### config.mk
export PLATFORM = sky130hd
export DESIGN_NAME = leglite_mc_control
export DESIGN_NICKNAME = d
export VERILOG_FILES = /design/src/rtl/leglite_mc_control.sv
export SDC_FILE = /design/constraint.sdc
export NUM_CORES = 1
export LEC_CHECK = 0
export CAP_MARGIN = 10
export CORE_AREA = 3 3 40 42
export CTS_BUF_LIST = sky130_fd_sc_hd__clkbuf_4 sky130_fd_sc_hd__clkbuf_8 sky130_fd_sc_hd__clkbuf_16
export CTS_CLUSTER_DIAMETER = 60
export DETAILED_ROUTE_END_ITERATION = 7
export DIE_AREA = 0 0 43 45
export HOLD_SLACK_MARGIN = 0.05
export PLACE_DENSITY = 0.74
export SYNTH_ARGS = -nofsm -noshare
export SYNTH_HDL_FRONTEND = slang
export SYNTH_SLANG_ARGS = --single-unit
### constraint.sdc
create_clock -name clock -period 1.9 [get_ports clock]
set_input_delay 0.38 -clock clock [delete_from_list [all_inputs] [get_ports clock]]
set_output_delay 0.38 -clock clock [all_outputs]
set_load 0.05 [all_outputs]
### src/rtl/leglite_mc_control.sv
// Multicycle LEGLite control unit: FETCH/DECODE/EXEC/MEM/WB sequencing with a mem_ready handshake.
// Define LEGLITE_MC_TRAP_EN to trap undefined opcodes into HALT; otherwise they run as 3-cycle NOPs.
module leglite_mc_control #(
    parameter int OPCODE_W  = 3,
    parameter int ALU_SEL_W = 3,
    parameter int ALU_ADD   = 0,
    parameter int ALU_PASSB = 2,
    parameter int ALU_AND   = 4
) (
    input  logic                 clock,
    input  logic                 reset,
    input  logic [OPCODE_W-1:0]  opcode,
    input  logic                 zero,
    input  logic                 mem_ready,
    output logic                 ifetch,
    output logic                 ir_write,
    output logic                 pc_write,
    output logic                 pc_src,
    output logic                 reg2loc,
    output logic                 alusrc,
    output logic                 memread,
    output logic                 memwrite,
    output logic                 memtoreg,
    output logic                 regwrite,
    output logic [ALU_SEL_W-1:0] alu_select,
    output logic                 instr_done,
    output logic                 illegal
);

    localparam logic [2:0] OP_ADD  = 3'd0;
    localparam logic [2:0] OP_LD   = 3'd3;
    localparam logic [2:0] OP_ST   = 3'd4;
    localparam logic [2:0] OP_CBZ  = 3'd5;
    localparam logic [2:0] OP_ADDI = 3'd6;
    localparam logic [2:0] OP_ANDI = 3'd7;

    typedef enum logic [2:0] {
        FETCH  = 3'd0,
        DECODE = 3'd1,
        EXEC   = 3'd2,
        MEM    = 3'd3,
`ifdef LEGLITE_MC_TRAP_EN
        HALT   = 3'd5,
`endif
        WB     = 3'd4
    } state_t;

    typedef struct packed {
        logic                 ifetch;
        logic                 ir_write;
        logic                 pc_write;
        logic                 pc_src;
        logic                 reg2loc;
        logic                 alusrc;
        logic                 memread;
        logic                 memwrite;
        logic                 memtoreg;
        logic                 regwrite;
        logic [ALU_SEL_W-1:0] alu_select;
        logic                 instr_done;
        logic                 illegal;
    } ctrl_t;

    state_t              state_q, state_d;
    logic [OPCODE_W-1:0] op_q;
    ctrl_t               ctrl_c, ctrl;

    function automatic logic op_defined(input logic [OPCODE_W-1:0] op);
        logic [2:0] lo;
        lo = op[2:0];
        return !(|(op >> 3)) && (lo != 3'd1) && (lo != 3'd2);
    endfunction

    logic [2:0] op_lo;
    logic       op_ok;
    assign op_lo = op_q[2:0];
    assign op_ok = op_defined(op_q);

    always_ff @(posedge clock) begin
        if (!reset) begin
            state_q <= FETCH;
            op_q    <= '0;
        end else begin
            state_q <= state_d;
            if (state_q == DECODE)
                op_q <= opcode;
        end
    end

    always_comb begin
        state_d = state_q;
        ctrl_c  = '0;
        case (state_q)
            FETCH: begin
                ctrl_c.ifetch = 1'b1;
                if (mem_ready) begin
                    ctrl_c.ir_write = 1'b1;
                    ctrl_c.pc_write = 1'b1;
                    state_d         = DECODE;
                end
            end
            DECODE: begin
                // op_q is not loaded until the end of this cycle, so decode from the live IR field
                ctrl_c.reg2loc = op_defined(opcode) &&
                                 (opcode[2:0] == OP_ST || opcode[2:0] == OP_CBZ);
`ifdef LEGLITE_MC_TRAP_EN
                state_d = op_defined(opcode) ? EXEC : HALT;
`else
                state_d = EXEC;
`endif
            end
            EXEC: begin
                state_d = FETCH;
                if (!op_ok) begin
                    ctrl_c.instr_done = 1'b1;
                end else begin
                    ctrl_c.reg2loc    = (op_lo == OP_ST) || (op_lo == OP_CBZ);
                    ctrl_c.alusrc     = (op_lo == OP_LD) || (op_lo == OP_ST) ||
                                        (op_lo == OP_ADDI) || (op_lo == OP_ANDI);
                    ctrl_c.alu_select = (op_lo == OP_ANDI) ? ALU_SEL_W'(ALU_AND) :
                                        (op_lo == OP_CBZ)  ? ALU_SEL_W'(ALU_PASSB) :
                                                             ALU_SEL_W'(ALU_ADD);
                    case (op_lo)
                        OP_LD, OP_ST: state_d = MEM;
                        OP_CBZ: begin
                            ctrl_c.pc_src     = 1'b1;
                            ctrl_c.pc_write   = zero;
                            ctrl_c.instr_done = 1'b1;
                        end
                        default: state_d = WB;
                    endcase
                end
            end
            MEM: begin
                ctrl_c.reg2loc    = (op_lo == OP_ST);
                ctrl_c.alusrc     = 1'b1;
                ctrl_c.alu_select = ALU_SEL_W'(ALU_ADD);
                ctrl_c.memread    = (op_lo == OP_LD);
                ctrl_c.memwrite   = (op_lo == OP_ST);
                if (mem_ready) begin
                    if (op_lo == OP_LD) begin
                        state_d = WB;
                    end else begin
                        state_d           = FETCH;
                        ctrl_c.instr_done = 1'b1;
                    end
                end
            end
            WB: begin
                ctrl_c.regwrite   = 1'b1;
                ctrl_c.instr_done = 1'b1;
                ctrl_c.memtoreg   = (op_lo == OP_LD);
                state_d           = FETCH;
            end
`ifdef LEGLITE_MC_TRAP_EN
            HALT: begin
                ctrl_c.illegal = 1'b1;
            end
`endif
            default: state_d = FETCH;
        endcase
    end

    // Reset low masks every strobe, so an aborted instruction cannot write anything
    assign ctrl = reset ? ctrl_c : '0;

    assign ifetch     = ctrl.ifetch;
    assign ir_write   = ctrl.ir_write;
    assign pc_write   = ctrl.pc_write;
    assign pc_src     = ctrl.pc_src;
    assign reg2loc    = ctrl.reg2loc;
    assign alusrc     = ctrl.alusrc;
    assign memread    = ctrl.memread;
    assign memwrite   = ctrl.memwrite;
    assign memtoreg   = ctrl.memtoreg;
    assign regwrite   = ctrl.regwrite;
    assign alu_select = ctrl.alu_select;
    assign instr_done = ctrl.instr_done;
    assign illegal    = ctrl.illegal;

endmodule
==> results.md <==
- Outcome: completed
- Global-route wire length before repair: around 2700 µm
- Leakage: 0.402 nW
- Pre-CTS setup slack: -0.0397 ns
- CTS Buf Count: 3
- Post-synthesis compound-gate area fraction: about 14%
- P_int: around 0.29 mW
- TNS Setup: 0 ns
- Fraction of layout cells with a size suffix above 1: between 40% and 50%
- Die Footprint: between 1500 and 2000 µm²
- Final #Nets: 110
- Setup crit start kind: flip-flop
- WL per Instance: between 15 and 20 µm
- Final Critical Period: 1.86 ns
- Post-synthesis sequential area ratio: 23.2%
- HPWL Detailed: ~1200 µm
- P per Cell Area: 439 nW/µm²
- Hold Crit Class: reg -> reg
- Seq pwr share: 32.7%
- ANT nets after route: 0
- Largest net degree at the start of global routing: 13
- Mapped Cells: 72
- Max Slew Vio Count: 0
- Footprint of the multi-input gates: between 400 and 500 µm²
- Final Instance Area: between 1000 and 1500 µm²
- Crit path max fanout: 10
- Worst skew pair latency: 0.26 ns
- 1st-pass router iterations: 4
- Final setup violation count: 0
- Final hold vios: 0
- Proportion of power drawn by the clock network: roughly 29%
- Reg2Reg Depth: 3
- Core area: approximately 1300 µm²
- Sink Count: 6
- Worst R2R Start: op_lo[0]$_SDFFE_PN0N_
- Via density per instance: ~5.8
- Placed cell area: 937 µm²
- Initial Utilization: between 40% and 50%
- Area grow syn2layout: 100%
- # diodes: 0
- GR Overflow Total: 0
- Worst-case hold slack: ~0.56 ns
- Max Cap Viol: 0
- End point of the worst hold path: state_q[2]$_SDFFE_PN0P_
- CTS tree: yes
- Hold Buf Count CTS: 0
- Synth area leaders: dfxtp_1 (23%), nor2_1 (6.5%), nor2b_1 (6.0%), mux2i_1 (5.8%), buf_4 (5.8%)
- Crit path DAT: roughly 1.5 ns
- Root Driver: clkbuf_4
- VDD IR-drop max: 303 µV
- Period utilisation layout: between 90% and 100%
- Multiplexer share of the synthesized area: about 5.8%
- Gpl congestion: 0.755
- Simple-gate area share of the yosys netlist: roughly 45%
- Most frequent cells in the layout: buf_12 (13), buf_4 (12), nor2_1 (8), nand2_1 (6), a21oi_1 (5)
- CP Class: reg -> out
- Residual DRC: 0
- Clk pin slew, worst setup/hold paths: around 0.060 ns
- GRT Util Overall: between 10% and 20%
- Final core utilization: 80.6%
- Number of global-route vias before repair: between 600 and 700
- Clock buffer depth: 2
- Synth warnings: 0
- Crit end category: primary output
- Most common cell after layout, fill and taps aside: buf_12
- Num rows: 13
- I/O Buffers: 19
- IO Count: 22
- Reg2Reg Capture Point: state_q[0]$_SDFFE_PN0P_
- FF+latch area: roughly 130 µm²
- Top cell type by total area after synthesis: dfxtp_1
- Number of distinct library cells after synthesis: 28
- Inst Count DP: 110
- Via count: 670
- Sw Pwr: between 0.15 and 0.2 mW
- Mapped cell area: 518 µm²
- Power Total: about 0.45 mW
- Hold path depth: 2
- Final worst slack: 0.0372 ns
- WL final: between 1500 and 2000 µm
- Worst reg2reg setup slack: 0.66 ns
- Hold path start: op_lo[1]$_SDFFE_PN0N_
- Highest clock rate: 537 MHz
- Number of H-tree levels: 1
- Fillers: a little under 80
- Iteration-0 DRC Markers: 36
- Synth Area in Adders: 0%
- #FFs+latches synth: 6
- Worst Path Required: roughly 1.5 ns
- Area share of xor/xnor cells in the synthesized design: 0%
- Final non-filler cell total: roughly 120
- Setup Skew: 0.00457 ns
- Largest family of logic cells by synthesized area: simple AND/OR/NAND/NOR gates
- Power share of the combinational group: between 30% and 40%
- Top-area cell type share of the netlist area: roughly 23%
- Die Height: between 40 and 50 µm
- Syn avg cell area: 7.19 µm²
- Switching Fraction: a little under two fifths
- Number of antenna violations at the first check in global routing: 0
- Die X-Extent: 43 µm
[cell type report]
class | instances | share of cell area (%)
clock buffers | 3 | 2.17
inverters | 3 | 1.09
multi-input cells | 57 | 41.8
flip-flops and latches | 6 | 12.8
well taps | 15 | 1.81
repair buffers | 32 | 40.3
[cell families after synthesis]
group | count (synthesis)
AO/OA/AOI/OAI | 12
buffers and inverters | 10
flip-flops | 6
multiplexers | 3
other | 1
AND/OR/NAND/NOR | 40
[worst max path at each step]
stage / depth (start not counted) / slack (ns) / from / endpoint
6_report: 5 / 0.04 / op_lo[2]$_SDFFE_PN0N_ / memtoreg
5_1_grt: 5 / -0.04 / opcode[2] / reg2loc
4_1_cts: 4 / 0.0008 / state_q[2]$_SDFFE_PN0P_ / instr_done
3_5_place_dp: 5 / -0.04 / mem_ready / pc_write
3_3_place_gp: 5 / -0.03 / mem_ready / pc_write
2_1_floorplan: 3 / -0.08 / state_q[0]$_SDFFE_PN0P_ / alu_select[2]
[flip-flops by register name (all words and copies together) (netlist names)]
name     cells
state_q      3
op_lo        3
[what timing repair did]
item / 4_1_cts / 5_1_grt
resized for setup: 9 / 12
pin swaps: 2 / 2
hold endpoints to repair: 0 / 0
buffers inserted: 1 / 2
endpoints found under the setup margin: 7 / 4
[critical path: stages, from the launching register on]
cell and delay [ns]:
dfxtp_4 0.37, nand3b_1 0.27, buf_4 0.20, buf_4 0.13
nor2b_4 0.12, buf_12 0.14
[metal layers]
layer	up-vias	share of wire, %	GRT usage, %
met1	306	40	20.2
met5	-	0	0
met4	0	2.9	11.4
li1	306	-	-
met2	48	49	31.4
met3	10	7.9	3.59
[power groups by stage]
stage | logic [mW] | registers [mW] | clock network, mW
3_5_place_dp | 0.161 | 0.148 | 0
3_3_place_gp | 0.158 | 0.148 | 0
5_1_grt | 0.184 | 0.150 | 0.137
2_1_floorplan | 0.104 | 0.139 | 0
6_report | 0.174 | 0.149 | 0.132
4_1_cts | 0.166 | 0.147 | 0.119
[cell usage after synthesis, drive strengths merged]
master  instances
dfxtp           6
nor2b           5
conb            1
mux2i           3
buf             7
and4b           1
nor4            1
and3            1
o21ai           2
nand2b          1
a21oi           5
or3b            1
nor3            2
nor3b           4
nand2           6
inv             3
a221oi          1
a21bo           1
and2b           1
nand3b          3
or4             1
nor4bb          1
a41oi           1
nor2            9
nand3           3
a31oi           2
(Power assumes the default switching activity.)
